$ cat config.mk
export PLATFORM = sky130hd
export DESIGN_NAME = psram_access_arbiter_flat
export DESIGN_NICKNAME = d
export VERILOG_FILES = /design/src/rtl/psram_access_arbiter_pkg.sv /design/src/rtl/psram_access_arbiter_if.sv /design/src/rtl/psram_access_arbiter_guard_counter.sv /design/src/rtl/psram_access_arbiter.sv /design/src/flat_wrapper.sv
export SDC_FILE = /design/constraint.sdc
export NUM_CORES = 1
export LEC_CHECK = 0
export BUFFER_PORTS_ARGS = -buffer_cell sky130_fd_sc_hd__buf_2
export CAP_MARGIN = 10
export CORE_AREA = 2 2 80 82
export DETAILED_ROUTE_END_ITERATION = 8
export DIE_AREA = 0 0 82 84
export GPL_TIMING_DRIVEN = 0
export PLACE_DENSITY = 0.8
export SLEW_MARGIN = 5
export SYNTH_ARGS = -nofsm -noshare
export SYNTH_HDL_FRONTEND = slang
export SYNTH_SLANG_ARGS = --single-unit
$ cat constraint.sdc
create_clock -name clk -period 3.1 [get_ports clk]
set_clock_uncertainty 0.15 [all_clocks]
set_input_delay 0.775 -clock clk [delete_from_list [all_inputs] [get_ports clk]]
set_output_delay 0.775 -clock clk [all_outputs]
set_load 0.05 [all_outputs]
$ cat src/rtl/psram_access_arbiter_pkg.sv
// psram_access_arbiter_pkg: shared state/port types, parameter defaults and counter helpers
package psram_access_arbiter_pkg;

    typedef enum logic [3:0] {
        IDLE     = 4'b0001,
        GRANT_WR = 4'b0010,
        GRANT_RD = 4'b0100,
        RELEASE  = 4'b1000
    } t_state;

    typedef enum logic {
        PORT_WR = 1'b0,
        PORT_RD = 1'b1
    } t_port;

    localparam int DEF_ADDR_WIDTH     = 21;
    localparam int DEF_DATA_WIDTH     = 32;
    localparam int DEF_MAX_RD_STREAK  = 4;
    localparam int DEF_GUARD_CYCLES   = 2;
    localparam int DEF_TIMEOUT_CYCLES = 255;

    // A down-counter loaded with n-1 reaches zero in its n-th counting cycle; n=0 acts as n=1.
    function automatic int load_value(input int cycles);
        return (cycles > 0) ? cycles - 1 : 0;
    endfunction

    // One counter width serves both the guard and the timeout counts.
    function automatic int count_width(input int a, input int b);
        int m;
        m = (a > b) ? a : b;
        return (m < 2) ? 1 : $clog2(m);
    endfunction

endpackage

$ cat src/rtl/psram_access_arbiter_if.sv
// psram_access_arbiter_if: requester, reader and PSRAM-controller signals of the access arbiter
interface psram_access_arbiter_if
    import psram_access_arbiter_pkg::*;
#(
    parameter int ADDR_WIDTH = DEF_ADDR_WIDTH,
    parameter int DATA_WIDTH = DEF_DATA_WIDTH
);
    logic                  mem_ready;
    logic                  wr_rq;
    logic                  wr_ack;
    logic [ADDR_WIDTH-1:0] wr_addr;
    logic                  wr_en;
    logic [DATA_WIDTH-1:0] wr_data;
    logic                  rd_rq;
    logic                  rd_ack;
    logic [ADDR_WIDTH-1:0] rd_addr;
    logic                  rd_en;
    logic [DATA_WIDTH-1:0] rd_data;
    logic                  rd_data_valid;
    logic [ADDR_WIDTH-1:0] mem_addr;
    logic                  mem_cmd;
    logic                  mem_cmd_en;
    logic [DATA_WIDTH-1:0] mem_wr_data;
    logic [DATA_WIDTH-1:0] mem_rd_data;
    logic                  mem_rd_data_valid;
    logic                  timeout_err;

    // Arbiter side.
    modport slave (
        input  mem_ready, wr_rq, wr_addr, wr_en, wr_data, rd_rq, rd_addr, rd_en,
               mem_rd_data, mem_rd_data_valid,
        output wr_ack, rd_ack, rd_data, rd_data_valid, mem_addr, mem_cmd, mem_cmd_en,
               mem_wr_data, timeout_err
    );

    // Requesters plus controller side.
    modport master (
        output mem_ready, wr_rq, wr_addr, wr_en, wr_data, rd_rq, rd_addr, rd_en,
               mem_rd_data, mem_rd_data_valid,
        input  wr_ack, rd_ack, rd_data, rd_data_valid, mem_addr, mem_cmd, mem_cmd_en,
               mem_wr_data, timeout_err
    );

endinterface

$ cat src/rtl/psram_access_arbiter_guard_counter.sv
// psram_access_arbiter_guard_counter: loadable down-counter with zero flag (guard gap and grant timeout)
module psram_access_arbiter_guard_counter #(
    parameter int WIDTH = 8
) (
    input  logic             clk,
    input  logic             reset_n,
    input  logic             load,
    input  logic [WIDTH-1:0] value,
    input  logic             dec,
    output logic             zero
);
    logic [WIDTH-1:0] count;

    // Load wins over decrement; the count parks at zero instead of wrapping.
    always_ff @(posedge clk or negedge reset_n) begin
        if (!reset_n) count <= '0;
        else if (load) count <= value;
        else if (dec && !zero) count <= count - 1'b1;
    end

    assign zero = (count == '0);

endmodule

$ cat src/rtl/psram_access_arbiter.sv
// psram_access_arbiter: shares one PSRAM controller port between the frame-upload writer and the
// display reader; read priority with a write-starvation streak limit and a guard gap between grants.
// Defining PSRAM_ARB_TIMEOUT_EN adds a grant-length timeout with timeout_err pulse and req lockout.
module psram_access_arbiter
    import psram_access_arbiter_pkg::*;
#(
    parameter int ADDR_WIDTH     = DEF_ADDR_WIDTH,
    parameter int DATA_WIDTH     = DEF_DATA_WIDTH,
    parameter int MAX_RD_STREAK  = DEF_MAX_RD_STREAK,
    parameter int GUARD_CYCLES   = DEF_GUARD_CYCLES,
    parameter int TIMEOUT_CYCLES = DEF_TIMEOUT_CYCLES
) (
    input logic                   clk,
    input logic                   reset_n,
    psram_access_arbiter_if.slave bus
);
    localparam int              CW         = count_width(GUARD_CYCLES, TIMEOUT_CYCLES);
    localparam int              SW         = $clog2(MAX_RD_STREAK + 2);
    localparam logic [SW-1:0]   STREAK_MAX = SW'(MAX_RD_STREAK);
    localparam logic [CW-1:0]   GUARD_LOAD = CW'(load_value(GUARD_CYCLES));

    t_state        state, next_state;
    t_port         winner;
    logic [SW-1:0] streak;
    logic          grant_wr, grant_rd, wr_ok, rd_ok, start, tmo, tmo_err, guard_zero;

    assign grant_wr = (state == GRANT_WR);
    assign grant_rd = (state == GRANT_RD);
    assign start    = (state == IDLE) && bus.mem_ready && (wr_ok || rd_ok);
    assign winner   = (rd_ok && (!wr_ok || streak != STREAK_MAX)) ? PORT_RD : PORT_WR;

    psram_access_arbiter_guard_counter #(.WIDTH(CW)) u_guard (
        .clk     (clk),
        .reset_n (reset_n),
        .load    ((next_state == RELEASE) && (state != RELEASE)),
        .value   (GUARD_LOAD),
        .dec     (state == RELEASE),
        .zero    (guard_zero)
    );

`ifdef PSRAM_ARB_TIMEOUT_EN
    localparam logic [CW-1:0] TIMEOUT_LOAD = CW'(load_value(TIMEOUT_CYCLES));
    logic tmo_zero, wr_blk, rd_blk;

    psram_access_arbiter_guard_counter #(.WIDTH(CW)) u_timeout (
        .clk     (clk),
        .reset_n (reset_n),
        .load    (start),
        .value   (TIMEOUT_LOAD),
        .dec     (grant_wr || grant_rd),
        .zero    (tmo_zero)
    );

    assign tmo   = (grant_wr || grant_rd) && tmo_zero;
    assign wr_ok = bus.wr_rq && !wr_blk;
    assign rd_ok = bus.rd_rq && !rd_blk;

    // A timed-out requester stays locked out until its req has been seen low once.
    always_ff @(posedge clk or negedge reset_n) begin
        if (!reset_n) begin
            wr_blk  <= 1'b0;
            rd_blk  <= 1'b0;
            tmo_err <= 1'b0;
        end else begin
            wr_blk  <= (tmo && grant_wr) || (wr_blk && bus.wr_rq);
            rd_blk  <= (tmo && grant_rd) || (rd_blk && bus.rd_rq);
            tmo_err <= tmo;
        end
    end
`else
    assign tmo     = 1'b0;
    assign wr_ok   = bus.wr_rq;
    assign rd_ok   = bus.rd_rq;
    assign tmo_err = 1'b0;
`endif

    // State register.
    always_ff @(posedge clk or negedge reset_n) begin
        if (!reset_n) state <= IDLE;
        else state <= next_state;
    end

    // Next state: grants are held until req drops (or times out); every grant ends through RELEASE.
    always_comb begin
        next_state = state;
        case (state)
            IDLE:     next_state = start ? ((winner == PORT_RD) ? GRANT_RD : GRANT_WR) : IDLE;
            GRANT_WR: next_state = (!bus.wr_rq || tmo) ? RELEASE : GRANT_WR;
            GRANT_RD: next_state = (!bus.rd_rq || tmo) ? RELEASE : GRANT_RD;
            RELEASE:  next_state = guard_zero ? IDLE : RELEASE;
            default:  next_state = IDLE;
        endcase
    end

    // Read streak: counts reads granted over a waiting writer; a write grant or an idle writer clears it.
    always_ff @(posedge clk or negedge reset_n) begin
        if (!reset_n) streak <= '0;
        else if (start && winner == PORT_WR) streak <= '0;
        else if (start && bus.wr_rq && streak != STREAK_MAX) streak <= streak + 1'b1;
        else if (state == RELEASE && guard_zero && !bus.wr_rq) streak <= '0;
    end

    // Outputs: acks and memory-side mux decoded from state; strobes reach the controller only from the owner.
    always_comb begin
        bus.wr_ack        = grant_wr;
        bus.rd_ack        = grant_rd;
        bus.mem_addr      = grant_wr ? bus.wr_addr : (grant_rd ? bus.rd_addr : ADDR_WIDTH'(0));
        bus.mem_cmd       = grant_wr;
        bus.mem_cmd_en    = (grant_wr && bus.wr_en) || (grant_rd && bus.rd_en);
        bus.mem_wr_data   = grant_wr ? bus.wr_data : DATA_WIDTH'(0);
        bus.rd_data       = bus.mem_rd_data;
        bus.rd_data_valid = bus.mem_rd_data_valid && (grant_rd || state == RELEASE);
        bus.timeout_err   = tmo_err;
    end

endmodule
$ cat src/flat_wrapper.sv
// flat-port wrapper written by rule: the top's interface ports become plain ports
module psram_access_arbiter_flat import psram_access_arbiter_pkg::*;
#(
    parameter int ADDR_WIDTH     = DEF_ADDR_WIDTH,
    parameter int DATA_WIDTH     = DEF_DATA_WIDTH,
    parameter int MAX_RD_STREAK  = DEF_MAX_RD_STREAK,
    parameter int GUARD_CYCLES   = DEF_GUARD_CYCLES,
    parameter int TIMEOUT_CYCLES = DEF_TIMEOUT_CYCLES
)
  (clk, reset_n, bus_mem_ready, bus_wr_rq, bus_wr_addr, bus_wr_en, bus_wr_data, bus_rd_rq, bus_rd_addr, bus_rd_en, bus_mem_rd_data, bus_mem_rd_data_valid, bus_wr_ack, bus_rd_ack, bus_rd_data, bus_rd_data_valid, bus_mem_addr, bus_mem_cmd, bus_mem_cmd_en, bus_mem_wr_data, bus_timeout_err);
  psram_access_arbiter_if #(.ADDR_WIDTH(ADDR_WIDTH), .DATA_WIDTH(DATA_WIDTH)) bus_i ();
  input logic clk;
  input logic reset_n;
  input wire logic [$bits(bus_i.mem_ready)-1:0] bus_mem_ready;
  input wire logic [$bits(bus_i.wr_rq)-1:0] bus_wr_rq;
  input wire logic [$bits(bus_i.wr_addr)-1:0] bus_wr_addr;
  input wire logic [$bits(bus_i.wr_en)-1:0] bus_wr_en;
  input wire logic [$bits(bus_i.wr_data)-1:0] bus_wr_data;
  input wire logic [$bits(bus_i.rd_rq)-1:0] bus_rd_rq;
  input wire logic [$bits(bus_i.rd_addr)-1:0] bus_rd_addr;
  input wire logic [$bits(bus_i.rd_en)-1:0] bus_rd_en;
  input wire logic [$bits(bus_i.mem_rd_data)-1:0] bus_mem_rd_data;
  input wire logic [$bits(bus_i.mem_rd_data_valid)-1:0] bus_mem_rd_data_valid;
  output wire logic [$bits(bus_i.wr_ack)-1:0] bus_wr_ack;
  output wire logic [$bits(bus_i.rd_ack)-1:0] bus_rd_ack;
  output wire logic [$bits(bus_i.rd_data)-1:0] bus_rd_data;
  output wire logic [$bits(bus_i.rd_data_valid)-1:0] bus_rd_data_valid;
  output wire logic [$bits(bus_i.mem_addr)-1:0] bus_mem_addr;
  output wire logic [$bits(bus_i.mem_cmd)-1:0] bus_mem_cmd;
  output wire logic [$bits(bus_i.mem_cmd_en)-1:0] bus_mem_cmd_en;
  output wire logic [$bits(bus_i.mem_wr_data)-1:0] bus_mem_wr_data;
  output wire logic [$bits(bus_i.timeout_err)-1:0] bus_timeout_err;
  assign bus_i.mem_ready = bus_mem_ready;
  assign bus_i.wr_rq = bus_wr_rq;
  assign bus_i.wr_addr = bus_wr_addr;
  assign bus_i.wr_en = bus_wr_en;
  assign bus_i.wr_data = bus_wr_data;
  assign bus_i.rd_rq = bus_rd_rq;
  assign bus_i.rd_addr = bus_rd_addr;
  assign bus_i.rd_en = bus_rd_en;
  assign bus_i.mem_rd_data = bus_mem_rd_data;
  assign bus_i.mem_rd_data_valid = bus_mem_rd_data_valid;
  assign bus_wr_ack = bus_i.wr_ack;
  assign bus_rd_ack = bus_i.rd_ack;
  assign bus_rd_data = bus_i.rd_data;
  assign bus_rd_data_valid = bus_i.rd_data_valid;
  assign bus_mem_addr = bus_i.mem_addr;
  assign bus_mem_cmd = bus_i.mem_cmd;
  assign bus_mem_cmd_en = bus_i.mem_cmd_en;
  assign bus_mem_wr_data = bus_i.mem_wr_data;
  assign bus_timeout_err = bus_i.timeout_err;
  psram_access_arbiter #(.ADDR_WIDTH(ADDR_WIDTH), .DATA_WIDTH(DATA_WIDTH), .MAX_RD_STREAK(MAX_RD_STREAK), .GUARD_CYCLES(GUARD_CYCLES), .TIMEOUT_CYCLES(TIMEOUT_CYCLES)) u_core (.clk(clk), .reset_n(reset_n), .bus(bus_i));
endmodule
==> results.yml, run 1 <==
global_routing:
  antenna_found_initial: 2
  grt_usage_pct: 18.1
  grt_max_degree: 16
  grt_overflow_total: 0
  grt_pass1_wl_mm: 9.51
  grt_pass1_vias: 1951
timing:
  finalMaxSlewViolations: 0
  rsz0062_at_grt: "no"
  setup_viol: 0
  finalWorstSetupSlack_ns: 0.123
  fin_crit_sh_pct: 96.0
  maxSlewHeadroom_pct: 52.6
  worstMarginPinSlew_ns: 0.700
  setup_tns_ns: 0
  fmax_mhz: 336
  min_period_ns: 2.98
  finalHoldViolCount: 0
critical_path:
  worstSetupPathType: "reg2out"
  crit_family: "buffers and inverters"
  worst-path-buf-inv: 3
  startpoint_type: "register"
  cp.arrival_ns: 2.05
  slowest_stage: "nor4b_4"
  cp.required_ns: 2.17
  critPathMaxStageDelay_ns: 0.52
  cp_max_fo: 10
  crit_path_cell_trace: "buf_6, nor4b_4, clkbuf_2, a22o_1, buf_2"
  end_kind: "output pin"
synthesis:
  synthFlopType: "dfrtp_1"
  synth-seq-area-share_pct: 23.2
  ys_ff_latch: 15
  synth-edff-count: 0
  syn-cell-area_um2: 1620
  synth.net_count: 306
  syn_inst: 188
  ys_warn_count: 0
  async_reset_ff_share_pct: 100
  synth_cell_type_count: 50
  syn_avg_cell_area_um2: 8.63
layout:
  drive_gt1_share_pct: 63.1
  nNetsFinal: 482
  final_area_um2: 2670
  nFillCells: 600
  fin_util_pct: 43.7
  areaGrowthSynthToFinish_pct: 64.4
power:
  p_per_area_nw_per_um2: 490
  finalPower_mw: 1.31
  p_leak_nw: 1.57
  p_clk_share_pct: 12.2
  intPower_mw: 0.643
  p_seq_share_pct: 27.1
  p_switching_mw: 0.663
  ir_drop_mv: 0.275
  sw_frac_of_total_pct: 50.8
  combPwrFrac_pct: 60.6
drt:
  wl_mm: 6.66
  via_per_inst: 4.64
  dr.pass1.iters: 4
  final_antenna_net_count: 0
  wl_per_cell_um: 15.0
  vias: 2063
  initialDrtViolationCount: 72
  drc: 0
run:
  maxCapViolCount: 0
clocking:
  cts_root_buffer: "clkbuf_8"
  cts_hold_buffers: 0
  cts_tree: "done"
  htreeDepth: 1
  cts_sinks: 15
  path_clk_slew_ns: 0.06
  clock_latency_ns: 0.25
  cts_buffer_depth: 2
  cts_buffers: 3
die:
  die_area_um2: 6890
  die_y_um: 84
  initial_utilization_pct: 26.6
  rows: 29
  dieWidth_um: 82
  coreArea_um2: 6100
  ios: 205
placement:
  io_buffers: 171
  hpwl_mm: 5.75
  place_congestion: 0.887
  post_dp_cell_area_um2: 2570
  place_ws_ns: -0.239
run_status:
  status: "completed"
worst_hold_path:
  hold_class: "in2async"
worst register-to-register path: cells and delay by family, from the launching register on:
kind            cells  cell delay [ns]
compound gates      2             0.80
fa+ha+maj           1             0.16
buf+inv             1             0.10
flops               1             0.42
simple gates        2             0.61
state kept, by name, summed over array words and instances, names as in the netlist:
register and cells:
u_core.streak 3, u_core.state 4, u_core.u_guard.count 8
through the flow:
step / cells / hold slack, ns
floorplan: 188 / 0.329
global placement: 436 / 0.367
detailed placement: 436 / 0.389
CTS: 440 / 0.289
global route: 443 / 0.303
finish: 445 / 0.279
path summary, 6_finish.rpt:
| path | slack [ns] | start | endpoint | cells after the start |
|---|---|---|---|---|
| setup / recovery | 0.12 | u_core.state[1] | bus_mem_addr[10] | 5 |
| hold / removal | 0.28 | reset_n | u_core.u_guard.count[5] | 1 |
| setup reg to reg | 0.76 | u_core.u_guard.count[0] | u_core.streak[2] | 6 |
| hold reg to reg | 0.40 | u_core.streak[1] | u_core.streak[1] | 1 |
| max in group asynchronous | 2.22 | reset_n | u_core.state[0] | 1 |
| min in group clk | 0.40 | u_core.streak[1] | u_core.streak[1] | 1 |
cell usage in the layout (no fill, tap or decap), types with 2 or more instances in the layout:
cell type,count
buf_4,35
buf_6,2
o21ai_0,2
clkbuf_2,5
nor4b_4,2
clkbuf_1,3
and2_1,32
clkbuf_8,3
inv_1,6
dfrtp_1,14
nor4b_1,2
a31oi_1,3
nand2b_1,3
xnor2_1,3
a22o_1,23
buf_2,173
nor2_1,9
o21a_1,2
or3_1,2
diode_2,5
a21oi_1,2
nand2_1,4
ha_1,4
per-layer routing:
| metal | part of all wire (%) | up-vias | wire length (um) | track usage, % |
|---|---|---|---|---|
| met4 | 2.8 | 0 | 189 | 6.67 |
| met3 | 8.2 | 11 | 546 | 2.27 |
| met2 | 43 | 121 | 2880 | 27.9 |
| met5 | 0 | - | 0 | 0 |
| li1 | - | 981 | - | - |
| met1 | 46 | 950 | 3040 | 25.3 |
power groups by stage:
stage               sequential (mW)  combinational, mW  clock, mW
global route                  0.365              0.852      0.169
finish                        0.354              0.792      0.160
floorplan                     0.330              0.600          0
detailed placement            0.348              0.782          0
global placement              0.340              0.763          0
CTS                           0.352              0.794      0.162
synthesized netlist by cell type, drive strengths merged (2+ instances only):
cell type	number	area [um^2]
a2111oi	2	36.3
a21oi	2	10.0
a22o	23	201
a31oi	3	18.8
and2	32	200
buf	38	287
clkbuf	8	30.0
dfrtp	14	350
ha	4	50.1
inv	6	22.5
nand2	4	15.0
nand2b	3	18.8
nor2	9	33.8
nor3	2	15.0
nor4b	4	41.3
o21a	2	15.0
o21ai	3	15.0
or3	2	12.5
or4b	2	23.8
xnor2	3	26.3
repair_timing:
action,in CTS,in global routing
pin swaps,0,0
buffers inserted,0,0
resized for setup,8,5
setup endpoints to repair,51,23
kinds of logic after synthesis:
logic type | count (synthesis) | share of synthesized area [%]
AO/OA/AOI/OAI | 42 | 21.9
buffers and inverters | 52 | 20.9
flip-flops | 15 | 23.2
other | 1 | 0.231
AND/OR/NAND/NOR | 68 | 27.2
adder cells (fa/ha/maj) | 4 | 3.09
multiplexers | 2 | 1.31
XOR/XNOR | 4 | 2.16
cell type report:
class | count | area (um^2) | area share [%]
Multi-Input combinational cell | 121 | 930 | 34.9
Timing Repair Buffer | 171 | 856 | 32.1
Sequential cell | 15 | 377 | 14.1
Tap cell | 77 | 96.3 | 3.61
Buffer | 46 | 328 | 12.3
Antenna cell | 5 | 12.5 | 0.469
Inverter | 6 | 22.5 | 0.845
Clock buffer | 4 | 45.0 | 1.69
No activity file was read; power rests on OpenSTA's default activity.
==> run 2: changes to the inputs <==
- CELL_PAD_IN_SITES_DETAIL_PLACEMENT: not set -> 0
- CELL_PAD_IN_SITES_GLOBAL_PLACEMENT: not set -> 1
- CORE_AREA: 2 2 80 82 -> not set
- CORE_MARGIN: not set -> 2
- CORE_UTILIZATION: not set -> 20
- DIE_AREA: 0 0 82 84 -> not set
- HOLD_SLACK_MARGIN: not set -> 0.03
- PLACE_DENSITY: 0.8 -> 0.91
==> run 2 against run 1 <==
Effect of this change:
- via count decreased by 2.5%
- sequential power shrank 1%
- non-clock buffer count grew 3
- critical path depth up 1
- cell area rose by 1.6%
- sequential share of layout area shrank 0.23 points
- die area is 28% higher
- maximum frequency barely moved
- largest power group unchanged
- combinational power grew 2%
- register-to-register slack barely moved
- first-iteration DRC count down 25%
- power grew 1.3%
==> results.yml, run 2 (synthesis results as in run 1) <==
layout:
  largest_register_ffs: 8
  final_common_cell: "buf_2"
  regMostFlops: "u_core.u_guard.count"
  final_cell_mix: "buf_2, buf_4, and2_1, a22o_1, dfrtp_1"
  fin_util_pct: 34.7
  areaGrowthSynthToFinish_pct: 67.1
  nNetsFinal: 485
  drive_gt1_share_pct: 63.7
  largestRegisters: "u_core.u_guard.count: 8 flops, u_core.state: 4 flops, u_core.streak: 3 flops"
  diodes: 0
  nFillCells: 835
critical_path:
  cp_max_fo: 10
  r2r_slack_ns: 0.75
  critPathMaxStageDelay_ns: 0.36
  reg2reg_to: "u_core.streak[2]"
  cp.required_ns: 2.17
  slowest_stage: "dfrtp_1"
  end_kind: "output pin"
  r2r-start: "u_core.u_guard.count[0]"
  worstRegToRegCells: 6
  cp.arrival_ns: 2.05
  startpoint_type: "register"
  worstSetupPathType: "reg2out"
  crit_path_cell_trace: "buf_2, nor4b_2, buf_4, clkbuf_2, a22o_1, buf_2"
  worst-path-buf-inv: 4
  crit_family: "buffers and inverters"
  critPathMostFrequentCell: "buf_2"
drt:
  final_antenna_net_count: 0
  dr.pass1.iters: 4
  initialDrtViolationCount: 54
  wl_mm: 6.67
  vias: 2011
  wl_per_cell_um: 14.2
  drc: 0
  via_per_inst: 4.30
global_routing:
  grt_pass1_vias: 1878
  grt_overflow_total: 0
  antenna_found_initial: 1
  grt_usage_pct: 14.2
  grt_pass1_wl_mm: 9.69
  grt_max_degree: 16
timing:
  finalWorstSetupSlack_ns: 0.120
  worstMarginPinSlew_ns: 0.680
  min_period_ns: 2.98
  fmax_mhz: 336
  fin_crit_sh_pct: 96.1
  finalMaxSlewViolations: 0
  setup_tns_ns: 0
  finalHoldViolCount: 0
  maxSlewHeadroom_pct: 54.4
  setup_viol: 0
  rsz0062_at_grt: "no"
worst_hold_path:
  hold_class: "in2async"
power:
  p_leak_nw: 1.58
  ir_drop_mv: 0.167
  p_per_area_nw_per_um2: 488
  finalPower_mw: 1.32
run_status:
  status: "completed"
die:
  die_y_um: 94.0
  initial_utilization_pct: 20.8
  ios: 205
  die_area_um2: 8840
  dieWidth_um: 94.0
  rows: 32
  coreArea_um2: 7810
clocking:
  cts_buffers: 3
  cts_tree: "done"
  cts_sinks: 15
  path_clk_slew_ns: 0.07
  clock_latency_ns: 0.26
  cts_root_buffer: "clkbuf_8"
  htreeDepth: 1
  cts_buffer_depth: 2
run:
  maxCapViolCount: 0
placement:
  hpwl_mm: 5.63
  place_ws_ns: -0.198
  io_buffers: 171
  place_congestion: 0.769
[run 2: worst max path at each step]
stage,from,to,slack [ns],depth (start not counted)
2_1_floorplan,u_core.state[3],bus_mem_wr_data[23],0.13,4
3_3_place_gp,u_core.state[3],bus_mem_addr[10],-0.17,6
3_5_place_dp,u_core.state[3],bus_mem_addr[10],-0.20,6
4_1_cts,u_core.state[3],bus_mem_wr_data[18],0.02,6
5_1_grt,u_core.state[3],bus_mem_addr[8],0.001,6
6_report,u_core.state[3],bus_mem_addr[14],0.12,6
[run 2: per-layer routing]
layer / vias up / wire (um) / part of all wire [%] / GRT usage, %
li1: 981 / - / - / -
met1: 912 / 2690 / 40 / 16.9
met2: 110 / 3430 / 51 / 26.7
met3: 6 / 477 / 7.2 / 2.65
met4: 2 / 55 / 0.83 / 1.93
met5: - / 16 / 0.24 / 0
[run 2: area by class of cell]
| cell class | count | area (um^2) | share of cell area, % |
|---|---|---|---|
| inverters | 6 | 22.5 | 0.831 |
| well taps | 102 | 128 | 4.71 |
| flip-flops and latches | 15 | 377 | 13.9 |
| repair buffers | 174 | 886 | 32.7 |
| clock inverters | 1 | 7.51 | 0.277 |
| clock buffers | 3 | 41.3 | 1.52 |
| multi-input cells | 121 | 921 | 34.0 |
| plain buffers | 46 | 328 | 12.1 |
[run 2: per-stage QoR]
step	std cells	hold slack, ns	cell area [um^2]
floorplan	188	0.329	1620
global placement	461	0.370	2610
detailed placement	461	0.392	2610
CTS	468	0.274	2700
global route	468	0.276	2710
finish	468	0.260	2710
[run 2: timing repair]
| action | 4_1_cts | 5_1_grt |
|---|---|---|
| buffers inserted | 3 | 0 |
| pin swaps | 1 | 0 |
| endpoints found under the setup margin | 47 | 31 |
| gates resized for setup | 8 | 6 |
| endpoints found under the hold margin | 0 | 0 |
| hold buffers | 0 | 0 |
[run 2: power breakdown]
part	total [mW]	switching (mW)	leakage, nW	internal [mW]
combinational	0.805	0.517	1.37	0.288
sequential	0.350	0.0786	0.194	0.271
clock	0.168	0.0771	0.0217	0.0906
[run 2: worst register-to-register path, delay by kind of cell, from the launching register on]
kind	cells	cell delay (ns)
AO/OA/AOI/OAI	2	0.80
adder cells (fa/ha/maj)	1	0.17
flip-flops	1	0.41
buffers and inverters	1	0.09
AND/OR/NAND/NOR	2	0.62
